$ cat src/rtl/imhotep_pkg.sv
// Shared types and constants for the imhotep core front end.
// Fetch entries pair each returned instruction word with the PC it was fetched from.
package imhotep_pkg;

  // addi x0, x0, 0: presented to the decoder whenever no real instruction is available.
  localparam logic [31:0] NOP_INSTR = 32'h0000_0013;

  typedef struct packed {
    logic [31:0] pc;
    logic [31:0] instr;
  } fetch_entry_t;

  function automatic logic [31:0] word_align(input logic [31:0] addr);
    return addr & ~32'h0000_0003;
  endfunction

endpackage

$ cat src/rtl/fetch_fifo.sv
// Synchronous FIFO of fetch entries with single-cycle flush.
// The caller guarantees no push into a full FIFO and no pop from an empty one.
module fetch_fifo
  import imhotep_pkg::*;
#(
  parameter int unsigned DEPTH = 2,
  localparam int unsigned CW   = $clog2(DEPTH) + 1
) (
  input  logic         clk_i,
  input  logic         rst_i,
  input  logic         flush,
  input  logic         push,
  input  fetch_entry_t push_data,
  input  logic         pop,
  output fetch_entry_t head,
  output logic [CW-1:0] count,
  output logic         empty,
  output logic         full
);

  localparam int unsigned PW = $clog2(DEPTH);

  fetch_entry_t  mem [DEPTH];
  logic [PW-1:0] wr_ptr;
  logic [PW-1:0] rd_ptr;

  // NOTE: storage is not reset; count and pointers alone decide which entries are live.
  always_ff @(posedge clk_i) begin
    if (push) mem[wr_ptr] <= push_data;
  end

  // NOTE: sequential state uses <= so every register sees pre-edge values of its peers.
  always_ff @(posedge clk_i) begin
    if (rst_i || flush) begin
      wr_ptr <= '0;
      rd_ptr <= '0;
      count  <= '0;
    end else begin
      if (push) wr_ptr <= wr_ptr + 1'b1;
      if (pop)  rd_ptr <= rd_ptr + 1'b1;
      count <= count + CW'(push) - CW'(pop);
    end
  end

  assign head  = mem[rd_ptr];
  assign empty = (count == '0);
  assign full  = (count == CW'(DEPTH));

endmodule

$ cat src/rtl/fetch_stage.sv
// Instruction fetch stage: issues in-order word fetches over req/gnt/rvalid and
// buffers {pc, instr} pairs for the decoder, flushing on control-flow redirects.
module fetch_stage
  import imhotep_pkg::*;
#(
  parameter logic [31:0] BOOT_ADDR  = 32'h0000_0000,
  parameter int unsigned FIFO_DEPTH = 2
) (
  input  logic        clk_i,
  input  logic        rst_i,
  output logic        imem_req_o,
  output logic [31:0] imem_addr_o,
  input  logic        imem_gnt_i,
  input  logic        imem_rvalid_i,
  input  logic [31:0] imem_rdata_i,
  input  logic        stall_i,
  input  logic        redirect_i,
  input  logic [31:0] redirect_pc_i,
  output logic [31:0] instr_o,
  output logic [31:0] pc_o,
  output logic        valid_o
);

  localparam int unsigned CW  = $clog2(FIFO_DEPTH) + 1;
  localparam int unsigned CW1 = CW + 1;
  localparam logic [CW1-1:0] DEPTH_W = CW1'(FIFO_DEPTH);

  logic [31:0]   fetch_pc;
  logic [31:0]   resp_pc;
  logic [31:0]   target;
  logic [CW-1:0] outstanding;
  logic [CW-1:0] discard;
  logic [CW-1:0] fifo_count;
  logic [CW1-1:0] credit;
  logic          fifo_empty;
  logic          fifo_full;
  logic          grant;
  logic          push;
  logic          pop;
  fetch_entry_t  head;
  fetch_entry_t  push_data;

  assign target  = word_align(redirect_pc_i);
  assign valid_o = ~fifo_empty;
  assign pop     = valid_o & ~stall_i & ~redirect_i;

  // Stale in-flight responses still hold credit, so total memory traffic never exceeds the depth.
  assign credit     = {1'b0, outstanding} + {1'b0, fifo_count} - {{CW{1'b0}}, pop};
  assign imem_req_o = (credit < DEPTH_W) & ~redirect_i & ~rst_i;
  assign imem_addr_o = fetch_pc;
  assign grant       = imem_req_o & imem_gnt_i;

  assign push      = imem_rvalid_i & (discard == '0) & ~redirect_i;
  assign push_data = '{pc: resp_pc, instr: imem_rdata_i};

  assign instr_o = fifo_empty ? NOP_INSTR : head.instr;
  assign pc_o    = fifo_empty ? 32'h0     : head.pc;

  // outstanding counts every granted request; discard is the subset of those whose
  // responses belong to a superseded path, so a redirect marks all of them stale.
  always_ff @(posedge clk_i) begin
    if (rst_i) begin
      fetch_pc    <= BOOT_ADDR;
      resp_pc     <= BOOT_ADDR;
      outstanding <= '0;
      discard     <= '0;
    end else if (redirect_i) begin
      fetch_pc    <= target;
      resp_pc     <= target;
      outstanding <= outstanding - CW'(imem_rvalid_i);
      discard     <= outstanding - CW'(imem_rvalid_i);
    end else begin
      if (grant) fetch_pc <= fetch_pc + 32'd4;
      if (push)  resp_pc  <= resp_pc + 32'd4;
      outstanding <= outstanding + CW'(grant) - CW'(imem_rvalid_i);
      if (imem_rvalid_i && discard != '0) discard <= discard - CW'(1);
    end
  end

  fetch_fifo #(.DEPTH(FIFO_DEPTH)) u_fifo (
    .clk_i     (clk_i),
    .rst_i     (rst_i),
    .flush     (redirect_i),
    .push      (push),
    .push_data (push_data),
    .pop       (pop),
    .head      (head),
    .count     (fifo_count),
    .empty     (fifo_empty),
    .full      (fifo_full)
  );

  // The credit check makes a push into a full, non-draining FIFO unreachable.
  no_overflow: assert property (@(posedge clk_i) disable iff (rst_i) !(push && fifo_full && !pop));

endmodule
$ cat config.mk
export PLATFORM = sky130hd
export DESIGN_NAME = fetch_stage
export DESIGN_NICKNAME = d
export VERILOG_FILES = /design/src/rtl/imhotep_pkg.sv /design/src/rtl/fetch_fifo.sv /design/src/rtl/fetch_stage.sv
export SDC_FILE = /design/constraint.sdc
export NUM_CORES = 1
export LEC_CHECK = 0
export CORE_ASPECT_RATIO = 1.4
export CORE_MARGIN = 4
export CORE_UTILIZATION = 45
export DETAILED_ROUTE_END_ITERATION = 6
export PLACE_DENSITY = 0.69
export SYNTH_ARGS = -nofsm -noshare
export SYNTH_HDL_FRONTEND = slang
export SYNTH_SLANG_ARGS = --single-unit
$ cat constraint.sdc
create_clock -name clk_i -period 15.44 [get_ports clk_i]
set_clock_uncertainty 0.2 [all_clocks]
set_input_delay 2.316 -clock clk_i [delete_from_list [all_inputs] [get_ports clk_i]]
set_output_delay 2.316 -clock clk_i [all_outputs]
set_load 0.1 [all_outputs]
==> results by group, run 1 <==
Placed design
  – # port buffers: 161
  – Dpl cell area: 10,300 µm²
  – DP Cell Count: 1,106
  – Hpwl dp: 12,300 µm
  – Placer Congestion: 0.933
  – Pre-CTS WS: 7.27 ns

STA
  – Worst-Margin Slew: 1.11 ns
  – Setup violators final: 0
  – TNS Setup: 0 ns
  – Fin. max-slew vios: 0
  – Max Freq: 122 MHz
  – PnR worst setup slack: 7.27 ns
  – Final Critical Period: 8.17 ns
  – RSZ-0062 raised after global routing: no
  – Period Utilization, post-route: 52.9%
  – Hold Violations, Final: 0
  – Max_slew headroom: between 20% and 30%

Synth
  – Post-Synthesis Cells: 733
  – Yosys warns: 0
  – Mapped cell area: about 8500 µm²
  – Synth top area share: 43.6%
  – Cell with the most instances after synthesis: edfxtp_1
  – Register area share after synthesis: approximately 60%
  – Cell variety after synth: 55
  – Post-synth top cells: edfxtp_1 (124), nor2_1 (90), dfxtp_1 (69)
  – Mapped Avg Cell Area: 11.6 µm²
  – Post-synth EDFFs: 124
  – Most common flop cell mapped by yosys: edfxtp_1
  – Dominant cells by area after synthesis: edfxtp_1 (44%), dfxtp_1 (16%), mux2i_1 (7.5%), nor2_1 (4.0%), xor2_1 (3.4%)
  – Synthesis-stage register bit count: 193
  – Asr flop ratio synth: 0%
  – Synth area leader: edfxtp_1

Critical path
  – CP endpoint kind: output pin
  – Largest fanout on the critical path: 46
  – Req. time, crit path: 12.92 ns
  – Crit path kind: in2out
  – Crit start category: primary input
  – CP arrival: 5.65 ns

Drt
  – Antenna Violating Nets Remaining: 0
  – Top Metal Used: met4
  – 1st-pass router iterations: 4
  – DRT Wirelength: 18,700 µm
  – Wl on met1: 8220 µm
  – Vias: 5,944
  – 1st-iter DRT viols: 380
  – Routed wl met2: between 9000 and 10,000 µm
  – Met3 WL: 866 µm
  – Via density: around 5.2
  – # DRC: 0
  – Wire length per cell: around 16 µm

GRT
  – Vias in the first global route: 5,902
  – Largest net degree at the start of global routing: 63
  – Total gr overflow: 0
  – First-pass GRT wire length: approximately 30,000 µm
  – Initial antenna violation count: 0
  – Tot GR Track Use: 17.4%

Floorplan
  – Core Area: between 15,000 and 20,000 µm²
  – Row cnt: 59
  – Die Area: 21,300 µm²
  – Initial Util: 45.9%
  – IO Count: 168
  – Die Wd: 124 µm
  – Die height: 171 µm

Power and ir drop
  – Max VDD drop: 0.0634 mV
  – Leakage: 3.71 nW
  – Post-layout power: 1.25 mW
  – PwrDens: 114 nW/µm²

Layout
  – Layout cells sized above 1: 6.04%
  – Antenna Cells: 0
  – Design area: 11,000 µm²
  – Number of fill cells: around 1,600
  – Area growth syn-to-layout: 28.5%
  – Multi-input logic area: approximately 3200 µm²
  – Layout Nets: approximately 960
  – Layout Cells excl Fill: roughly 1,100
  – Register area: 5110 µm²

Clocking
  – Root buf cell: clkbuf_16
  – Hold-fix buffers, CTS: 0
  – H-tree Lvls: 4
  – Reg clk slew, reported paths: 0.07 ns
  – Post-CTS repair timing setup buffer count: 0
  – CTS tree: built
  – Sink Count: about 190
  – Clk buf depth: 2
  – Post-CTS sizing: 0
  – Num CTS Buffers: 17
  – Clk Latency, worst-skew pair: 0.42 ns

Run status
  – Status: finished, final reports clean

Min path
  – Tightest Hold Check Type: reg2reg

Run
  – Max Cap Viol: 0
-- cells in the final DEF, fill, tap and decap left out, drive strengths merged, types with 2 or more instances in the layout --
cell | netlist | final
edfxtp | 124 | 124
ha | 9 | 9
nand3 | 27 | 27
nor4 | 7 | 7
nand4 | 28 | 28
clkbuf | 26 | 23
a31oi | 12 | 12
mux2i | 64 | 64
mux2 | 2 | 2
xor2 | 33 | 33
nor3 | 14 | 14
inv | 27 | 29
o22ai | 3 | 3
o21a | 2 | 2
nor2 | 92 | 92
o21ai | 11 | 11
xnor2 | 16 | 16
o21bai | 2 | 2
clkdlybuf4s50 | 0 | 160
clkinv | 1 | 5
buf | 15 | 7
a21oi | 33 | 33
nand2 | 44 | 44
a211oi | 11 | 11
a21o | 3 | 3
and4 | 2 | 2
nand2b | 2 | 2
dfxtp | 69 | 69
and3 | 10 | 10
o311ai | 3 | 3
a21boi | 20 | 20
bufinv | 0 | 2
and2 | 8 | 8
conb | 1 | 4
-- logic make-up (layout without fill, tap and decap cells) --
| family | after synthesis | count (layout) | share of synthesized area, % |
|---|---|---|---|
| AO/OA/AOI/OAI | 107 | 107 | 8.22 |
| XOR/XNOR | 49 | 49 | 5.03 |
| adder cells (fa/ha/maj) | 10 | 10 | 1.55 |
| buffers and inverters | 69 | 227 | 3.31 |
| flip-flops | 193 | 193 | 59.8 |
| multiplexers | 66 | 66 | 7.77 |
| other | 1 | 4 | 0.0439 |
| AND/OR/NAND/NOR | 238 | 238 | 14.3 |
-- layout make-up --
cell class / instances / share of cell area (%)
Clock inverter: 9 / 1.03
Multi-Input combinational cell: 474 / 28.9
Sequential cell: 193 / 46.6
Timing Repair Buffer: 167 / 15.1
Clock buffer: 23 / 4.67
Tap cell: 244 / 2.78
Inverter: 28 / 0.958
-- per-stage QoR --
step	utilization, %	hold slack [ns]
CTS	59.0	0.280
global placement	55.6	0.270
global route	59.0	0.316
detailed placement	55.6	0.270
floorplan	-	0.245
finish	59.0	0.274
-- path summary, 6_finish.rpt --
kind / startpoint / endpoint / slack (ns) / cells past startpoint
min: imem_addr_o[31] / imem_addr_o[31] / 0.27 / 1
max: redirect_i / imem_req_o / 7.27 / 10
max reg2reg: u_fifo.count[1] / outstanding[1] / 11.34 / 16
min reg2reg: imem_addr_o[31] / imem_addr_o[31] / 0.27 / 1
-- critical path, stage by stage --
cell and delay, ns:
clkdlybuf4s50_1 0.45, buf_4 0.43, nor3_1 0.12, ha_1 0.30, inv_1 0.07, nand2_1 0.06, fa_1 0.41, xor2_1 0.16
and3_1 0.17, clkdlybuf4s50_1 1.14
-- power by group --
| group | internal, mW | switching (mW) |
|---|---|---|
| logic | 0.0598 | 0.136 |
| clock network | 0.270 | 0.186 |
| registers | 0.576 | 0.0206 |
| total | 0.905 | 0.343 |
-- flip-flops by register name (all words and copies together) (netlist names), named ones only --
name,cells
u_fifo.rd_ptr,1
resp_pc,30
u_fifo.wr_ptr,1
discard,2
u_fifo.mem,124
imem_addr_o,30
outstanding,2
u_fifo.count,2
-- metal layers --
layer	track usage, %	vias up
met5	0	-
met4	7.01	0
met3	3.81	30
met2	29.6	182
met1	21.8	2793
li1	-	2939
(Power assumes the default switching activity.)
==> run 2: changes to the inputs <==
==> constraint.sdc (replaced) <==
create_clock -name clk_i -period 8.3 [get_ports clk_i]
set_clock_uncertainty 0.2 [all_clocks]
set_input_delay 1.245 -clock clk_i [delete_from_list [all_inputs] [get_ports clk_i]]
set_output_delay 1.245 -clock clk_i [all_outputs]
set_load 0.1 [all_outputs]
==> run 2 against run 1 <==
Non-clock buffer count stayed put. Sequential power is 86% higher. First-iteration DRC count is 14% lower. Sequential cell count stayed put. Register-to-register slack worse by 7.7 ns. Worst setup slack worse by 5.0 ns. Clock power is 75% higher. Critical path depth stayed put. Via count is 1.8% higher. Global-route usage is 0.33 points higher. Critical endpoint unchanged. Highest routed layer unchanged.
==> results by group, run 2 (synthesis gave the netlist of run 1 again) <==
Run status
  – Status: finished, final reports clean

Layout
  – Layout Nets: 961
  – Layout Cells excl Fill: approximately 1,100
  – Area growth syn-to-layout: 28.0%
  – Layout cells sized above 1: 6.04%
  – Largest register FFs: 124
  – Most frequent cells in the layout: clkdlybuf4s50_1 (160), edfxtp_1 (124), nor2_1 (89)
  – Commonest non-fill, non-tap cell in the layout: clkdlybuf4s50_1
  – Largest reg by FF count: u_fifo.mem
  – Antenna Cells: 0

Clocking
  – Clk buf depth: 2
  – CTS tree: built
  – Hold-fix buffers, CTS: 0
  – H-tree Lvls: 4
  – Clk Latency, worst-skew pair: 0.43 ns
  – Num CTS Buffers: 17
  – Sink Count: 193
  – Root buf cell: clkbuf_16
  – Post-CTS repair timing setup buffer count: 0
  – Reg clk slew, reported paths: 0.08 ns
  – Post-CTS sizing: 0

Floorplan
  – Core Area: around 19,000 µm²
  – IO Count: 168
  – Die Area: ~21,000 µm²
  – Die height: 171 µm
  – Die Wd: 124 µm
  – Initial Util: 45.9%
  – Row cnt: 59

Power and ir drop
  – Leakage: 3.70 nW
  – Reg power frac: 48.8%
  – Sw frac: between 20% and 30%
  – Post-layout power: 2.27 mW
  – PwrDens: 208 nW/µm²
  – Clock power frac: 35.1%
  – Internal power: 1.64 mW
  – Max VDD drop: approximately 0.14 mV
  – Combinational share of power: 16.1%
  – Switch Pwr: 0.634 mW

GRT
  – Total gr overflow: 0
  – Initial antenna violation count: 0
  – Largest net degree at the start of global routing: 66
  – Vias in the first global route: approximately 6,100
  – First-pass GRT wire length: between 30,000 and 40,000 µm
  – Tot GR Track Use: 17.8%

Critical path
  – Crit start category: primary input
  – CP endpoint kind: output pin
  – CP arrival: 4.57 ns
  – Crit path kind: in2out
  – Req. time, crit path: approximately 6.9 ns
  – Largest fanout on the critical path: 46

Placed design
  – Hpwl dp: between 10,000 and 15,000 µm
  – # port buffers: 161
  – DP Cell Count: 1,106
  – Placer Congestion: 0.911

STA
  – Max Freq: around 170 MHz
  – Worst-Margin Slew: about 1.1 ns
  – Hold Violations, Final: 0
  – TNS Setup: 0 ns
  – Setup violators final: 0
  – Max_slew headroom: 27.8%
  – Period Utilization, post-route: 72.5%
  – Fin. max-slew vios: 0
  – RSZ-0062 raised after global routing: no
  – Final Critical Period: ~6.0 ns
  – Hold slack: 0.275 ns

Drt
  – DRT Wirelength: 18,700 µm
  – Wire length per cell: 16.4 µm
  – 1st-iter DRT viols: 328
  – # DRC: 0
  – Via density: roughly 5.3
  – Vias: 6,053
  – Antenna Violating Nets Remaining: 0
  – 1st-pass router iterations: 5

Run
  – Max Cap Viol: 0

Min path
  – Tightest Hold Check Type: reg2reg
run 2: cell types whose count changed in the layout (fill, tap and decap cells not counted):
cell,previous run,this run
bufinv_16,2,0
clkbuf_8,0,2
clkinv_2,2,4
clkinv_4,1,2
clkinvlp_4,1,0
inv_6,3,1
run 2: worst max-delay path, stage by stage:
cell and delay, ns:
clkdlybuf4s50_1 0.45, buf_4 0.43, nor3_1 0.11, ha_1 0.29, inv_1 0.07, nand2_1 0.06
fa_1 0.41, xor2_1 0.16, and3_1 0.19, clkdlybuf4s50_1 1.14
run 2: power groups by stage:
stage / registers [mW] / clock network (mW) / logic [mW]
6_report: 1.11 / 0.796 / 0.365
5_1_grt: 1.11 / 0.861 / 0.389
4_1_cts: 1.11 / 0.812 / 0.368
3_5_place_dp: 1.13 / 0 / 0.366
3_3_place_gp: 1.13 / 0 / 0.363
2_1_floorplan: 1.19 / 0 / 0.200
run 2: final timing paths:
check / startpoint / end / slack, ns / cells after the start
min reg2reg: imem_addr_o[31] / imem_addr_o[31] / 0.27 / 1
min: imem_addr_o[31] / imem_addr_o[31] / 0.27 / 1
max reg2reg: u_fifo.count[1] / outstanding[1] / 3.67 / 17
max: redirect_i / imem_req_o / 2.28 / 10
run 2: per-layer routing:
| layer | vias to the layer above | GRT usage, % | wire (µm) |
|---|---|---|---|
| met3 | 28 | 3.47 | 877 |
| li1 | 2951 | - | - |
| met2 | 194 | 30.6 | 9320 |
| met4 | 0 | 7.63 | 441 |
| met5 | - | 0 | 0 |
| met1 | 2880 | 21.9 | 8070 |
run 2: layout make-up:
| class | count | area [µm²] |
|---|---|---|
| clock buffer | 25 | 539 |
| clock inverter | 7 | 46.3 |
| fill | 1631 | 7670 |
| inverter | 28 | 105 |
| multi-input combinational | 474 | 3170 |
| sequential | 193 | 5110 |
| tap | 244 | 305 |
| timing repair buffer | 167 | 1650 |
run 2: per-stage QoR:
step	area (µm²)	setup slack, ns	util (%)
floorplan	8550	1.46	-
global placement	10300	2.30	55.6
detailed placement	10300	2.31	55.6
CTS	10900	2.30	58.8
global route	10900	2.14	58.8
finish	10900	2.28	58.8
==> run 3: changes to the inputs <==
--- a/config.mk
+++ b/config.mk
@@ -9,7 +9,7 @@
 export CORE_MARGIN = 4
 export CORE_UTILIZATION = 45
 export DETAILED_ROUTE_END_ITERATION = 6
-export PLACE_DENSITY = 0.69
+export PLACE_DENSITY = 0.72
 export SYNTH_ARGS = -nofsm -noshare
 export SYNTH_HDL_FRONTEND = slang
 export SYNTH_SLANG_ARGS = --single-unit
==> constraint.sdc (replaced) <==
create_clock -name clk_i -period 5.2 [get_ports clk_i]
set_clock_uncertainty 0.2 [all_clocks]
set_input_delay 0.78 -clock clk_i [delete_from_list [all_inputs] [get_ports clk_i]]
set_output_delay 0.78 -clock clk_i [all_outputs]
set_load 0.1 [all_outputs]
==> run 3 against run 2 <==
Via count shrank 1.3%. Die area unchanged. Wire length up 0.58%. Critical path depth shrank 6. Global-route usage is 0.075 points lower. Worst setup slack worse by 1.0 ns. Clock power is 78% higher. Sequential power up 59%. Power up 67%.
==> results by group, run 3 (synthesis gave the netlist of run 1 again) <==
Critical path
  – Largest fanout on the critical path: 32
  – Cell family with most CP delay: buffers and inverters
  – Crit path depth: 4
  – R2R Path Start: u_fifo.count[1]
  – Reg2Reg Depth: 16
  – CP max-delay cell: clkdlybuf4s50_1
  – WP buf/inv: 2
  – CP arrival: about 2.9 ns
  – Critical Path Max Stage Delay: 1.15 ns
  – RR Endpoint: outstanding[1]
  – Flop2flop setup slack: 1.69 ns
  – Crit path cell chain: buf_4 -> mux2i_1 -> nor2_1 -> clkdlybuf4s50_1
  – Crit path kind: reg2out
  – Req. time, crit path: approximately 4.2 ns
  – CP endpoint kind: output pin
  – Crit start category: flip-flop

Layout
  – Area growth syn-to-layout: 29.3%
  – Commonest non-fill, non-tap cell in the layout: clkdlybuf4s50_1
  – Layout Nets: 965
  – Most frequent cells in the layout: clkdlybuf4s50_1 (159), edfxtp_1 (124), nor2_1 (89)
  – Layout cells sized above 1: 6.79%
  – Layout Cells excl Fill: between 1,000 and 1,500
  – Largest reg by FF count: u_fifo.mem
  – Largest register FFs: 124
  – Antenna Cells: 0

Clocking
  – Hold-fix buffers, CTS: 0
  – CTS tree: built
  – Sink Count: ~190
  – Num CTS Buffers: 17
  – H-tree Lvls: 4
  – Root buf cell: clkbuf_16
  – Clk Latency, worst-skew pair: roughly 0.42 ns
  – Post-CTS repair timing setup buffer count: 0
  – Post-CTS sizing: 0
  – Clk buf depth: 2
  – Reg clk slew, reported paths: 0.07 ns

Placed design
  – Placer Congestion: 0.904
  – # port buffers: 161
  – DP Cell Count: 1,110
  – Hpwl dp: 12,600 µm

STA
  – RSZ-0062 raised after global routing: no
  – Max_slew headroom: 30.8%
  – Final Critical Period: 3.92 ns
  – Hold Violations, Final: 0
  – Fin. max-slew vios: 0
  – Period Utilization, post-route: between 70% and 80%
  – Worst-Margin Slew: 1.03 ns
  – Max Freq: around 250 MHz
  – TNS Setup: 0 ns
  – Setup violators final: 0
  – Hold slack: 0.265 ns

GRT
  – Total gr overflow: 0
  – Initial antenna violation count: 0
  – Vias in the first global route: 6,008
  – Most used routing layer: met2
  – Largest net degree at the start of global routing: 63
  – Tot GR Track Use: 17.7%
  – Met1 GRT Util: 21.6%
  – Met2 GRT Util: 31.3%
  – Met3 Resource Use GR: between 3 and 4%
  – First-pass GRT wire length: 30,400 µm

Power and ir drop
  – Combinational share of power: 15.6%
  – Post-layout power: 3.78 mW
  – Reg power frac: 46.7%
  – Clock power frac: 37.6%
  – Internal power: 2.76 mW
  – PwrDens: 343 nW/µm²
  – Switch Pwr: ~1.0 mW
  – Sw frac: between 20% and 30%
  – Leakage: 3.74 nW
  – Max VDD drop: 0.211 mV

Drt
  – 1st-pass router iterations: 5
  – Wire length per cell: 16.5 µm
  – 1st-iter DRT viols: 336
  – # DRC: 0
  – Antenna Violating Nets Remaining: 0
  – Via density: around 5.2
  – DRT Wirelength: around 19,000 µm
  – Vias: 5,976

Min path
  – Hold Path Sink: imem_addr_o[31]
  – Tightest Hold Check Type: reg2reg
  – Worst Hold Depth: 1
  – Worst Hold Launch: imem_addr_o[31]

Floorplan
  – Die height: 171 µm
  – Initial Util: a little under half
  – IO Count: 168
  – Die Wd: 124 µm
  – Core Area: 18,600 µm²
  – Die Area: ~21,000 µm²
  – Row cnt: 59

Run
  – Max Cap Viol: 0

Run status
  – Status: finished, final reports clean
## run 3: cell count changes in the layout (fill, tap and decap cells not counted), moves of 2 or more
cell,change
bufinv_16,+5
buf_4,+4
clkbuf_16,-3
clkbuf_1,-2
clkinv_2,-2
clkinvlp_4,+2
## run 3: power groups by stage
stage	clock network, mW	logic [mW]	registers (mW)
after floorplan	0	0.320	1.90
after global placement	0	0.586	1.80
after detailed placement	0	0.593	1.80
after CTS	1.45	0.596	1.77
after global routing	1.53	0.627	1.78
final	1.42	0.591	1.77
## run 3: worst max-delay path by stage
stage	endpoint	from
after global routing	outstanding[1]	stall_i
after global placement	outstanding[1]	stall_i
after detailed placement	outstanding[1]	stall_i
after floorplan	u_fifo.mem[0][0]	redirect_i
after CTS	pc_o[11]	flip-flop
final	instr_o[12]	flip-flop
## run 3: metrics by stage
stage               util (%)  setup slack, ns  instance area (µm²)
CTS                     59.3             1.21                11000
global route            59.3             1.00                11000
finish                  59.3             1.28                11000
global placement        55.9            0.937                10400
floorplan                  -            0.766                 8550
detailed placement      55.9            0.827                10400
## run 3: layout make-up
type / instances / area (µm²)
timing repair buffer: 171 / 1690
fill: 1535 / 7560
clock inverter: 13 / 206
inverter: 28 / 105
sequential: 193 / 5110
multi-input combinational: 474 / 3180
tap: 244 / 305
clock buffer: 19 / 443
## run 3: worst reg2reg max path: stages (launching register included)
cell	delay, ns
dfxtp_1	0.42
nor2_4	0.06
nor3_1	0.14
ha_1	0.25
inv_1	0.07
nand2_1	0.06
fa_1	0.41
xnor2_1	0.39
nor2_2	0.10
inv_2	0.32
ha_1	0.31
inv_1	0.06
ha_1	0.15
xnor2_1	0.06
o21ai_0	0.19
xnor2_1	0.14
nor2_1	0.05
## run 3: routing by layer
layer  part of all wire [%]  routed length, µm
met2                     50               9420
met4                    2.1                392
met5                      0                  0
met1                     43               8160
met3                    4.5                845
